**src/rtl/control_loop_pkg.sv**
```systemverilog
// control_loop_pkg: shared control-loop command codes, bridge register map, status bits and states
package control_loop_pkg;
  localparam logic [7:0] CMD_READ   = 8'h00;
  localparam logic [7:0] CMD_WRITE  = 8'h80;
  localparam logic [7:0] CMD_P      = 8'h01;
  localparam logic [7:0] CMD_I      = 8'h02;
  localparam logic [7:0] CMD_D      = 8'h03;
  localparam logic [7:0] CMD_SETPT  = 8'h04;
  localparam logic [7:0] CMD_CYCLES = 8'h05;
  localparam logic [2:0] ADDR_WORD_LO   = 3'd0;
  localparam logic [2:0] ADDR_WORD_HI   = 3'd1;
  localparam logic [2:0] ADDR_CMD       = 3'd2;
  localparam logic [2:0] ADDR_STATUS    = 3'd3;
  localparam logic [2:0] ADDR_RESULT_LO = 3'd4;
  localparam logic [2:0] ADDR_RESULT_HI = 3'd5;
  localparam int ST_BUSY    = 0;
  localparam int ST_DONE    = 1;
  localparam int ST_TIMEOUT = 2;
  localparam int ST_OVERRUN = 3;
  typedef enum logic [1:0] {
    S_IDLE    = 2'd0,
    S_ISSUE   = 2'd1,
    S_RELEASE = 2'd2
  } state_t;
endpackage

```
**src/rtl/control_loop_cmd_timer.sv**
```systemverilog
// control_loop_cmd_timer: handshake timeout counter, cleared on load, expires on the last allowed cycle
module control_loop_cmd_timer #(
  parameter int TIMEOUT_CYCLES = 65535,
  parameter int TIMEOUT_WID    = 16
) (
  input  logic clk,
  input  logic rst_L,
  input  logic load,
  input  logic en,
  output logic expire
);
  logic [TIMEOUT_WID-1:0] cnt;
  // count cycles spent waiting, restarting at each launch
  always_ff @(posedge clk or negedge rst_L)
    if (!rst_L) cnt <= '0;
    else if (load) cnt <= '0;
    else if (en) cnt <= cnt + 1'b1;
  assign expire = en && (cnt == TIMEOUT_WID'(TIMEOUT_CYCLES - 1));
endmodule

```
**src/rtl/control_loop_cmd_bridge.sv**
```systemverilog
// control_loop_cmd_bridge: CPU register bus to control-loop start/finish handshake; optional timeout under CONTROL_LOOP_CMD_TIMEOUT_EN
module control_loop_cmd_bridge
  import control_loop_pkg::*;
#(
  parameter int DATA_WID       = 64,
  parameter int CMD_WID        = 8,
  parameter int BUS_WID        = 32,
  parameter int TIMEOUT_CYCLES = 65535,
  parameter int TIMEOUT_WID    = 16
) (
  input  logic                clk,
  input  logic                rst_L,
  input  logic [2:0]          bus_addr,
  input  logic [BUS_WID-1:0]  bus_wdata,
  input  logic                bus_we,
  input  logic                bus_re,
  output logic [BUS_WID-1:0]  bus_rdata,
  output logic                bus_ack,
  output logic [CMD_WID-1:0]  cmd,
  output logic [DATA_WID-1:0] word_in,
  input  logic [DATA_WID-1:0] word_out,
  output logic                start_cmd,
  input  logic                finish_cmd
);
  state_t state, state_n;
  logic [BUS_WID-1:0] word_lo, word_hi, status, rd_val;
  logic [DATA_WID-1:0] result;
  logic done, tout, ovr, fin_q;
  logic rd, busy, reg_wr, launch, finish_rise, expire, capture, time_out;
  assign rd          = bus_re & ~bus_we;
  assign busy        = state != S_IDLE;
  assign reg_wr      = bus_we & (bus_addr <= ADDR_CMD);
  assign launch      = bus_we & (bus_addr == ADDR_CMD) & ~busy;
  assign finish_rise = finish_cmd & ~fin_q;
  assign start_cmd   = state == S_ISSUE;
  assign word_in     = {word_hi, word_lo};
`ifdef CONTROL_LOOP_CMD_TIMEOUT_EN
  control_loop_cmd_timer #(
    .TIMEOUT_CYCLES(TIMEOUT_CYCLES),
    .TIMEOUT_WID   (TIMEOUT_WID)
  ) u_timer (
    .clk   (clk),
    .rst_L (rst_L),
    .load  (launch),
    .en    (start_cmd),
    .expire(expire)
  );
`else
  logic unused_cfg;
  assign unused_cfg = ^{TIMEOUT_CYCLES, TIMEOUT_WID};
  assign expire = 1'b0;
`endif
  // a finish level left over from before the launch must not complete it, so only a rising finish counts
  always_comb begin
    capture  = (state == S_ISSUE) && finish_rise;
    time_out = (state == S_ISSUE) && !finish_rise && expire;
    state_n  = (state == S_IDLE && launch)               ? S_ISSUE :
               (state == S_ISSUE && (capture || time_out)) ? S_RELEASE :
               (state == S_RELEASE && !finish_cmd)        ? S_IDLE : state;
  end
  // state register
  always_ff @(posedge clk or negedge rst_L)
    if (!rst_L) state <= S_IDLE;
    else state <= state_n;
  // command/data registers and sticky flags
  always_ff @(posedge clk or negedge rst_L)
    if (!rst_L) begin
      word_lo <= '0;
      word_hi <= '0;
      cmd     <= '0;
      result  <= '0;
      done    <= 1'b0;
      tout    <= 1'b0;
      ovr     <= 1'b0;
      fin_q   <= 1'b0;
    end else begin
      fin_q <= finish_cmd;
      if (reg_wr && !busy && bus_addr == ADDR_WORD_LO) word_lo <= bus_wdata;
      if (reg_wr && !busy && bus_addr == ADDR_WORD_HI) word_hi <= bus_wdata;
      if (launch) begin
        cmd  <= bus_wdata[CMD_WID-1:0];
        done <= 1'b0;
        tout <= 1'b0;
        ovr  <= 1'b0;
      end else begin
        if (reg_wr && busy) ovr <= 1'b1;
        if (capture) begin
          result <= word_out;
          done   <= 1'b1;
        end
        if (time_out) tout <= 1'b1;
      end
    end
  // status word assembly
  always_comb begin
    status = '0;
    status[ST_BUSY]    = busy;
    status[ST_DONE]    = done;
    status[ST_TIMEOUT] = tout;
    status[ST_OVERRUN] = ovr;
  end
  // read mux over the register map
  always_comb
    rd_val = bus_addr == ADDR_WORD_LO   ? word_lo :
             bus_addr == ADDR_WORD_HI   ? word_hi :
             bus_addr == ADDR_CMD       ? {{(BUS_WID-CMD_WID){1'b0}}, cmd} :
             bus_addr == ADDR_STATUS    ? status :
             bus_addr == ADDR_RESULT_LO ? result[BUS_WID-1:0] :
             bus_addr == ADDR_RESULT_HI ? result[DATA_WID-1:BUS_WID] : '0;
  // single-cycle ack with registered read data; a simultaneous write wins and reads back 0
  always_ff @(posedge clk or negedge rst_L)
    if (!rst_L) begin
      bus_ack   <= 1'b0;
      bus_rdata <= '0;
    end else begin
      bus_ack   <= bus_we | bus_re;
      bus_rdata <= rd ? rd_val : '0;
    end
endmodule

```
**config.mk**
```make
export PLATFORM = sky130hd
export DESIGN_NAME = control_loop_cmd_bridge
export DESIGN_NICKNAME = d
export VERILOG_FILES = /design/src/rtl/control_loop_pkg.sv /design/src/rtl/control_loop_cmd_timer.sv /design/src/rtl/control_loop_cmd_bridge.sv
export SDC_FILE = /design/constraint.sdc
export NUM_CORES = 1
export LEC_CHECK = 0
export CAP_MARGIN = 25
export CORE_ASPECT_RATIO = 0.5
export CORE_MARGIN = 3
export CORE_UTILIZATION = 39
export DETAILED_ROUTE_END_ITERATION = 12
export PLACE_DENSITY = 0.68
export SYNTH_ARGS = -nofsm -noshare
export SYNTH_HDL_FRONTEND = slang
export SYNTH_SLANG_ARGS = --single-unit
```
**constraint.sdc**
```tcl
create_clock -name clk -period 2.6 [get_ports clk]
set_input_delay 0.39 -clock clk [delete_from_list [all_inputs] [get_ports clk]]
set_output_delay 0.39 -clock clk [all_outputs]
set_load 0.1 [all_outputs]
```
==> results of run 1 <==
[worst max-delay path: stages (launching register included)]
cell     delay [ns]
dfrtp_1        0.48
nor4b_4        0.39
nand2_1        0.11
or2_2          0.42
buf_12         0.22
mux2_4         0.30
[kinds of logic after synthesis]
kind of cell | Yosys count | synth area share
AOI/OAI and AO/OA | 86 | 0.0840
DFF | 174 | 0.598
and+or+nand+nor | 41 | 0.0302
muxes | 161 | 0.262
buffers and inverters | 39 | 0.0264
[cell type report]
type                    instances  area, um2  share of cell area
flip-flops and latches        174       4350               0.434
repair buffers                232       2080               0.207
well taps                     234        293              0.0292
clock buffers                  18        439              0.0438
multi-input cells             288       2750               0.274
inverters                       2       7.51            0.000748
diodes                          1       2.50            0.000249
clock inverters                12        105              0.0105
[per-layer routing]
metal | share of wire | vias to the layer above | GRT usage
li1 | - | 2263 | -
met1 | 0.43 | 2673 | 0.261
met2 | 0.52 | 112 | 0.349
met3 | 0.041 | 19 | 0.0454
met4 | 0.012 | 0 | 0.0469
met5 | 0 | - | 0
[worst max path at each step]
stage / startpoint / to / slack [ns]
after floorplan: state[0] / start_cmd / 0.48
after global placement: bus_we / word_lo[19] / 0.25
after detailed placement: bus_we / word_lo[21] / 0.21
after CTS: state[1] / word_lo[15] / 0.55
after global routing: state[1] / word_lo[15] / 0.46
final: state[1] / word_lo[15] / 0.56
[synth_stat cells, drive strengths merged]
library cell    n  share of area
a21o            1         0.0010
a21oi          34          0.023
a221oi          1         0.0012
a22oi           5         0.0052
a2bb2oi         2         0.0024
and2            2         0.0017
buf            21          0.017
clkbuf         16         0.0082
clkinv          1        0.00051
dfrtp         174           0.60
inv             1        0.00051
mux2          136           0.23
mux2i          24          0.033
mux4            1         0.0031
nand2           9         0.0046
nand2b          4         0.0034
nand3           1        0.00069
nand3b          1         0.0010
nor2           13         0.0067
nor2b           6         0.0052
nor3b           1         0.0010
nor4b           1         0.0033
o21ai           4         0.0027
o21bai          5         0.0052
o221a           6         0.0093
o221ai         25          0.030
o22a            2         0.0024
o2bb2ai         1         0.0012
or2             2         0.0017
or3             1        0.00086
[metrics by stage]
step / hold WS [ns] / area [um2] / utilization / setup WS [ns]
6_report: 0.391 / 10000 / 0.563 / 0.555
5_1_grt: 0.411 / 10000 / 0.563 / 0.461
4_1_cts: 0.362 / 10000 / 0.563 / 0.554
3_5_place_dp: 0.400 / 9480 / 0.532 / 0.211
3_3_place_gp: 0.399 / 9480 / 0.532 / 0.248
2_1_floorplan: 0.0944 / 7290 / - / 0.481
[flip-flops by register name, indices dropped and copies added (netlist names)]
signal     count
bus_rdata     32
bus_ack        1
cmd            8
result        64
ovr            1
state          2
done           1
word_hi       32
fin_q          1
word_lo       32
==> key figures, run 1 <==
Synthesis
  • Syn_nets: 605
  • FF+latch count, synth: 174
  • Post-Synthesis Cells: 501
  • Synth Cell Area: 7290 um2
  • Sequential share of the synthesized area: 0.598
  • Ys Warns: 0
  • Yosys cell types: 36
  • Syn avg cell area: 14.5 um2

Drt
  • WL/cell: 21.1 um
  • ANT nets after route: 0
  • Pre-Repair DR Iteration Count: 4
  • DRT Wirelength: 20300 um
  • Initial DRC Count: 233
  • Via-per-instance ratio: 5.27
  • Via count: 5067
  • DRC Markers: 0

Timing
  • Minimum clock period: 2.04 ns
  • RSZ-0062 raised after global routing: false
  • Slew Limit Fails: 0
  • Worst-Margin Slew: 0.555 ns
  • Final worst path period share: 0.786
  • Setup TNS: 0 ns
  • Fmax: 0.489 GHz
  • Relative slew margins: 0.630
  • Setup Skew: 0.0109 ns
  • # setup viols final: 0
  • Fin. Hold Viols: 0

Clock tree
  • CTS tree: done
  • CTS sink cnt: 174
  • Cts-stage hold buffer count: 1
  • H-tree lvl count: 4
  • Skew-Pair Late Insertion Delay: 0.43 ns
  • Post-CTS Resized: 0
  • CTS Buf Count: 17
  • Clock tree buffer depth: 2
  • Root Buffer: clkbuf_16
  • CTS clock-pin slew for the worst setup and hold paths: 0.07 ns
  • Post-CTS setup buffer count: 0

Floorplanning
  • Io pins: 210
  • Die area: 20500 um2
  • Initial Util: 0.409
  • Core ar.: 17800 um2
  • Die width: 199 um
  • Site row count: 34
  • Die Height: 103 um

Min path
  • Hold Crit Class: input port to flop
  • Hold path depth: 5
  • Worst hold endpoint: ovr
  • Min-delay src: bus_addr[0]

Worst setup path
  • Critical path class: flop to flop
  • R2R depth: 5
  • Crit path max fanout: 15
  • Crit. End Element: flop
  • Worst endpoint required time: 2.91 ns
  • Worst EP arrival: 2.35 ns
  • RR Startpoint: state[1]
  • Startpoint types: flop
  • R2r endpoint: word_lo[15]
  • Reg2Reg Setup Slack: 0.56 ns

Placed design
  • Post-DP HPWL: 14100 um
  • Placed insts: 929
  • Number of buffers added on ports: 209
  • Gpl congestion: 0.767

GRT
  • Pin count of the biggest net entering global routing: 60
  • First-pass GRT wire length: 31100 um
  • Initial antenna violation count: 0
  • Vias in the first global route: 5409
  • Total gr overflow: 0
  • Total GRT Usage: 0.201

Status
  • Outcome: completed

Flow run
  • Max Cap Viol: 0

Finish
  • Commonest cells after routing, fill and taps aside: 174 x dfrtp_1, 121 x buf_4, 104 x mux2_2
  • Non-Filler Instances: 961
  • Most common cell after layout, fill and taps aside: dfrtp_1
  • Share of layout cells above drive strength 1: 0.424
  • Final Net Count: 819
  • Area Growth Syn to Fin: 37.7%
  • Fillers: 1468
Power of run 1 is not shown: default switching activity piles up to over one toggle a cycle in this logic, so the estimate is an artifact.
==> run 2, diff against run 1 <==
- PLACE_DENSITY: 0.68 -> 0.7
- clock period: 2.6 -> 1.68 ns (I/O delays scaled with it)
==> run 2 against run 1 <==
Compared with the run above: largest cell class unchanged; wire length up 6.5%; flip-flop and latch count unchanged; sequential share of layout area down 6.1 points; critical path type unchanged; the run now ends with setup timing left; first-iteration DRC count up 4.7%.
==> key figures, run 2 (synthesis gave the netlist of run 1 again) <==
Status
  • Outcome: finished with violations
  • Violated checks: setup timing

Drt
  • Via count: 5189 (+2.4%)
  • Pre-Repair DR Iteration Count: 4 (unchanged)
  • WL/cell: 22.0 um (+4.0%)
  • ANT nets after route: 0 (unchanged)
  • DRC Markers: 0 (unchanged)
  • Initial DRC Count: 244 (+4.7%)
  • DRT Wirelength: 21600 um (+6.5%)
  • Via-per-instance ratio: 5.27 (about the same)

Floorplanning
  • Die Height: 103 um (unchanged)
  • Site row count: 34 (unchanged)
  • Io pins: 210 (unchanged)
  • Die area: 20500 um2 (unchanged)
  • Die width: 199 um (unchanged)
  • Core ar.: 17800 um2 (unchanged)
  • Initial Util: 0.409 (unchanged)

Timing
  • Fmax: 0.585 GHz (+20%)
  • Final worst path period share: 1.02 (+0.230)
  • Setup TNS: -0.517 ns (-0.517 ns)
  • Relative slew margins: 0.560 (-0.0698)
  • Final worst slack: -0.0280 ns (-0.583 ns)
  • Setup Skew: 0.00826 ns (-0.00260 ns)
  • Slew Limit Fails: 0 (unchanged)
  • RSZ-0062 raised after global routing: true
  • Fin. Hold Viols: 0 (unchanged)
  • Minimum clock period: 1.71 ns (-0.337 ns)
  • Worst-Margin Slew: 0.658 ns (+0.103 ns)
  • # setup viols final: 31 (+31)

GRT
  • Total GRT Usage: 0.211 (+0.0103)
  • Vias in the first global route: 5632 (+4.1%)
  • Total gr overflow: 0 (unchanged)
  • First-pass GRT wire length: 32600 um (+4.8%)
  • Pin count of the biggest net entering global routing: 48 (-20%)
  • Initial antenna violation count: 0 (unchanged)

Finish
  • Commonest cells after routing, fill and taps aside: 174 x dfrtp_1, 117 x buf_12, 104 x mux2_2
  • Max reg flops: 64 (unchanged)
  • Sequential cell area: 4350 um2 (unchanged)
  • N_diodes: 0 (-1)
  • Non-Filler Instances: 984 (+2.4%)
  • Final Net Count: 841 (+2.7%)
  • Core Util, Final: 0.654 (+0.0914)
  • Area Growth Syn to Fin: 60.1%
  • Most flop-heavy register: result
  • Fillers: 1241 (-15%)
  • Most common cell after layout, fill and taps aside: dfrtp_1
  • Multi-input gate area: 2760 um2 (+0.18%)
  • Share of layout cells above drive strength 1: 0.443 (+0.0184)

Clock tree
  • CTS sink cnt: 174 (unchanged)
  • Clock tree buffer depth: 2 (unchanged)
  • CTS tree: done
  • Root Buffer: clkbuf_16
  • CTS Buf Count: 17 (unchanged)
  • Skew-Pair Late Insertion Delay: 0.43 ns (about the same)
  • H-tree lvl count: 4 (unchanged)
  • CTS clock-pin slew for the worst setup and hold paths: 0.07 ns (about the same)

Worst setup path
  • Reg2Reg Setup Slack: -0.03 ns (-0.58 ns)
  • Critical Path, Cell by Cell: nor4b_4 -> nand2_1 -> or2_4 -> buf_12 -> mux2_4
  • Crit. End Element: flop
  • Worst EP arrival: 2.02 ns (-0.33 ns)
  • RR Startpoint: state[0]
  • Critical Path Start: state[0]
  • Worst endpoint required time: 1.99 ns (-0.92 ns)
  • Slowest-stage cell, CP: dfrtp_1
  • Startpoint types: flop
  • CP top delay family: simple AND/OR/NAND/NOR gates
  • Crit path max fanout: 15 (unchanged)
  • Critical path depth: 5 (unchanged)
  • Critical path capture point: word_lo[26]
  • R2r endpoint: word_lo[26]
  • CP max stage delay: 0.41 ns (-0.07 ns)
  • R2R depth: 5 (unchanged)
  • Worst Path Buf+Inv: 1 (unchanged)
  • Critical path class: flop to flop

Power
  • Peak supply drop: 0.00159 V
  • Leakage power: 0.00518 uW
  • Power, Total: 26200 uW
  • Cell area power density: 2250 nW/um2

Flow run
  • Max Cap Viol: 0 (unchanged)

Placed design
  • Gpl congestion: 0.795 (+3.7%)
  • Number of buffers added on ports: 209 (unchanged)
  • Post-DP HPWL: 15000 um (+6.1%)
  • Place WS: -0.423 ns (-0.633 ns)
  • Placed insts: 945 (+1.7%)

Min path
  • Hold Crit Class: input port to async pin
==> run 2: cell types whose count changed in the layout (fill, tap and decap cells not counted), sizes merged <==
cell / previous run / this run
clkbuf: 18 / 21
inv: 9 / 8
buf: 131 / 151
bufinv: 0 / 1
clkinv: 4 / 5
diode: 1 / 0
==> run 2: per-layer routing <==
metal,routed length (um),track usage
met5,0,0
met2,11100,0.362
met3,813,0.0313
met1,9260,0.278
met4,398,0.0766
==> run 2: power by group <==
group	leakage (uW)	total [uW]	switching [uW]	internal [uW]
registers	0.00216	7770	1810	5950
logic	0.00274	14600	8760	5820
clock network	0.000281	3870	1750	2120
==> run 2: layout make-up <==
class,instances,area share
multi-input cells,288,0.236
clock buffers,19,0.0380
well taps,234,0.0251
flip-flops and latches,174,0.373
inverters,2,0.000644
clock inverters,13,0.0111
repair buffers,254,0.316
==> run 2: worst min path at each step <==
stage               depth (start not counted)  slack, ns  startpoint       endpoint
global placement                            1       0.15       rst_L  bus_rdata[23]
CTS                                         2       0.26       rst_L    word_lo[22]
global route                                2       0.30       rst_L    word_hi[27]
finish                                      2       0.27       rst_L    word_hi[27]
floorplan                                   0      -0.04       rst_L        bus_ack
detailed placement                          1       0.15       rst_L  bus_rdata[23]
==> run 2: metrics by stage <==
stage	cell area (um2)	hold slack (ns)
after floorplan	7300	-0.0436
after global placement	11000	0.147
after detailed placement	11000	0.146
after CTS	11500	0.257
after global routing	11700	0.297
final	11700	0.273
==> run 2: timing repair <==
action                                 in CTS  in global routing
cloned                                      0                  4
setup endpoints to repair                  32                 96
buffers inserted                            0                  2
resized for setup                           1                  7
hold buffers                                1                  0
pin swaps                                   1                  0
endpoints found under the hold margin      24                  0
(Power assumes the default switching activity.)
==> run 3, diff against run 2 <==
- MAX_ROUTING_LAYER: unset -> met4
==> run 3 against run 2 <==
Compared with the run above: sequential share of layout area about the same; setup slack improved by 0.0016 ns; non-clock buffer count stayed put; via count fell by 0.15%; final cell count unchanged; final area about the same; critical path depth stayed put; die area unchanged; clock power hardly changed; wire length increased by 0.45%; flip-flop and latch count unchanged; the run still ends with setup timing left; register-to-register slack about the same.
==> key figures, run 3 (synthesis gave the netlist of run 1 again) <==
GRT
  • First-pass GRT wire length: 32600 um (+0.10%)
  • Pin count of the biggest net entering global routing: 48 (unchanged)
  • Initial antenna violation count: 0 (unchanged)
  • Total GRT Usage: 0.218 (+0.00692)
  • Total gr overflow: 0 (unchanged)
  • Vias in the first global route: 5630 (-0.036%)

Placed design
  • Gpl congestion: 0.807 (+1.4%)
  • Number of buffers added on ports: 209 (unchanged)
  • Post-DP HPWL: 15000 um (unchanged)

Clock tree
  • Skew-Pair Late Insertion Delay: 0.42 ns (about the same)
  • CTS tree: done
  • Root Buffer: clkbuf_16
  • CTS sink cnt: 174 (unchanged)
  • Clock tree buffer depth: 2 (unchanged)
  • H-tree lvl count: 4 (unchanged)
  • CTS clock-pin slew for the worst setup and hold paths: 0.07 ns (about the same)
  • CTS Buf Count: 17 (unchanged)

Drt
  • Via count: 5181 (-0.15%)
  • ANT nets after route: 0 (unchanged)
  • Via-per-instance ratio: 5.27 (-0.15%)
  • Pre-Repair DR Iteration Count: 5 (+1)
  • WL/cell: 22.1 um (+0.45%)
  • DRC Markers: 0 (unchanged)
  • DRT Wirelength: 21700 um (+0.45%)
  • Initial DRC Count: 253 (+3.7%)

Floorplanning
  • Die area: 20500 um2 (unchanged)
  • Die width: 199 um (unchanged)
  • Site row count: 34 (unchanged)
  • Die Height: 103 um (unchanged)
  • Initial Util: 0.409 (unchanged)
  • Io pins: 210 (unchanged)
  • Core ar.: 17800 um2 (unchanged)

Power
  • Leakage power: 0.00517 uW (about the same)
  • Peak supply drop: 0.00159 V (about the same)
  • Cell area power density: 2250 nW/um2 (about the same)

Finish
  • Most flop-heavy register: result
  • Core Util, Final: 0.654 (about the same)
  • Share of layout cells above drive strength 1: 0.443 (unchanged)
  • Most common cell after layout, fill and taps aside: dfrtp_1
  • Commonest cells after routing, fill and taps aside: 174 x dfrtp_1, 116 x buf_12, 104 x mux2_2
  • Fillers: 1240 (-0.081%)
  • Max reg flops: 64 (unchanged)
  • Area Growth Syn to Fin: 60.0% (about the same)
  • Final Net Count: 841 (unchanged)
  • N_diodes: 0 (unchanged)

Timing
  • Relative slew margins: 0.567 (+0.00649)
  • Fin. Hold Viols: 0 (unchanged)
  • Slew Limit Fails: 0 (unchanged)
  • Final worst path period share: 1.02 (about the same)
  • Final worst slack: -0.0264 ns (+0.00159 ns)
  • RSZ-0062 raised after global routing: true
  • Setup Skew: 0.0101 ns (+0.00184 ns)
  • # setup viols final: 31 (unchanged)
  • Fmax: 0.586 GHz (about the same)
  • Minimum clock period: 1.71 ns (-0.00159 ns)
  • Setup TNS: -0.462 ns (+0.0557 ns)
  • Worst-Margin Slew: 0.648 ns (-0.00972 ns)

Status
  • Violated checks: setup timing
  • Outcome: finished with violations

Flow run
  • Max Cap Viol: 0 (unchanged)

Worst setup path
  • Reg2Reg Setup Slack: -0.03 ns (about the same)
  • RR Startpoint: state[0]
  • Startpoint types: flop
  • R2r endpoint: word_lo[26]
  • Critical path class: flop to flop
  • Crit. End Element: flop
  • Worst endpoint required time: 1.98 ns (about the same)
  • R2R depth: 5 (unchanged)
  • Worst EP arrival: 2.01 ns (about the same)
  • Crit path max fanout: 15 (unchanged)

Min path
  • Hold Crit Class: input port to async pin
run 3: worst max-delay path by stage:
stage	end	start	cells after the start	slack, ns
floorplan	word_lo[7]	state[0]	6	-0.002
global placement	word_lo[19]	bus_we	6	-0.36
detailed placement	word_lo[21]	bus_we	6	-0.42
CTS	word_lo[26]	state[0]	5	-0.02
global route	word_lo[30]	state[0]	5	-0.08
finish	word_lo[26]	state[0]	5	-0.03
run 3: worst max-delay path, cell delays in order, from the launching register on:
cell and delay (ns):
dfrtp_1 0.41, nor4b_4 0.30, nand2_1 0.12, or2_4 0.28, buf_12 0.17, mux2_4 0.30
run 3: area by class of cell:
class | instances | area (um2) | area share
multi-input combinational | 288 | 2760 | 0.237
clock buffer | 19 | 443 | 0.0380
clock inverter | 13 | 129 | 0.0111
tap | 234 | 293 | 0.0251
sequential | 174 | 4350 | 0.374
timing repair buffer | 254 | 3670 | 0.315
inverter | 2 | 7.51 | 0.000644
run 3: power by group:
part,leakage (uW),switching [uW],internal (uW),total [uW]
Combinational,0.00273,8760,5810,14600
Sequential,0.00216,1810,5950,7760
Clock,0.000281,1750,2120,3870
run 3: metrics by stage:
step           cell area, um2  total power (uW)  setup WS, ns  std cells  hold slack (ns)
2_1_floorplan            7300             16400      -0.00193        501          -0.0436
3_3_place_gp            11000             22100        -0.360        945            0.147
3_5_place_dp            11000             22300        -0.423        945            0.146
4_1_cts                 11500             26300       -0.0211        978            0.257
5_1_grt                 11700             27100       -0.0762        984            0.295
6_report                11700             26200       -0.0264        984            0.278
run 3: layer usage:
layer  vias to the layer above  routed length [um]  track usage
li1                       2311                   -            -
met1                      2687                9350        0.280
met2                       155               11100        0.361
met3                        28                 837       0.0310
met4                         0                 388       0.0771
met5                         -                   0            -
run 3: timing repair:
item                                    4_1_cts  5_1_grt
pin swaps                                     1        1
buffers inserted                              0        3
hold endpoints to repair                     24        0
hold buffers                                  1        0
endpoints found under the setup margin       32       96
gates cloned                                  0        3
gates resized for setup                       1        6
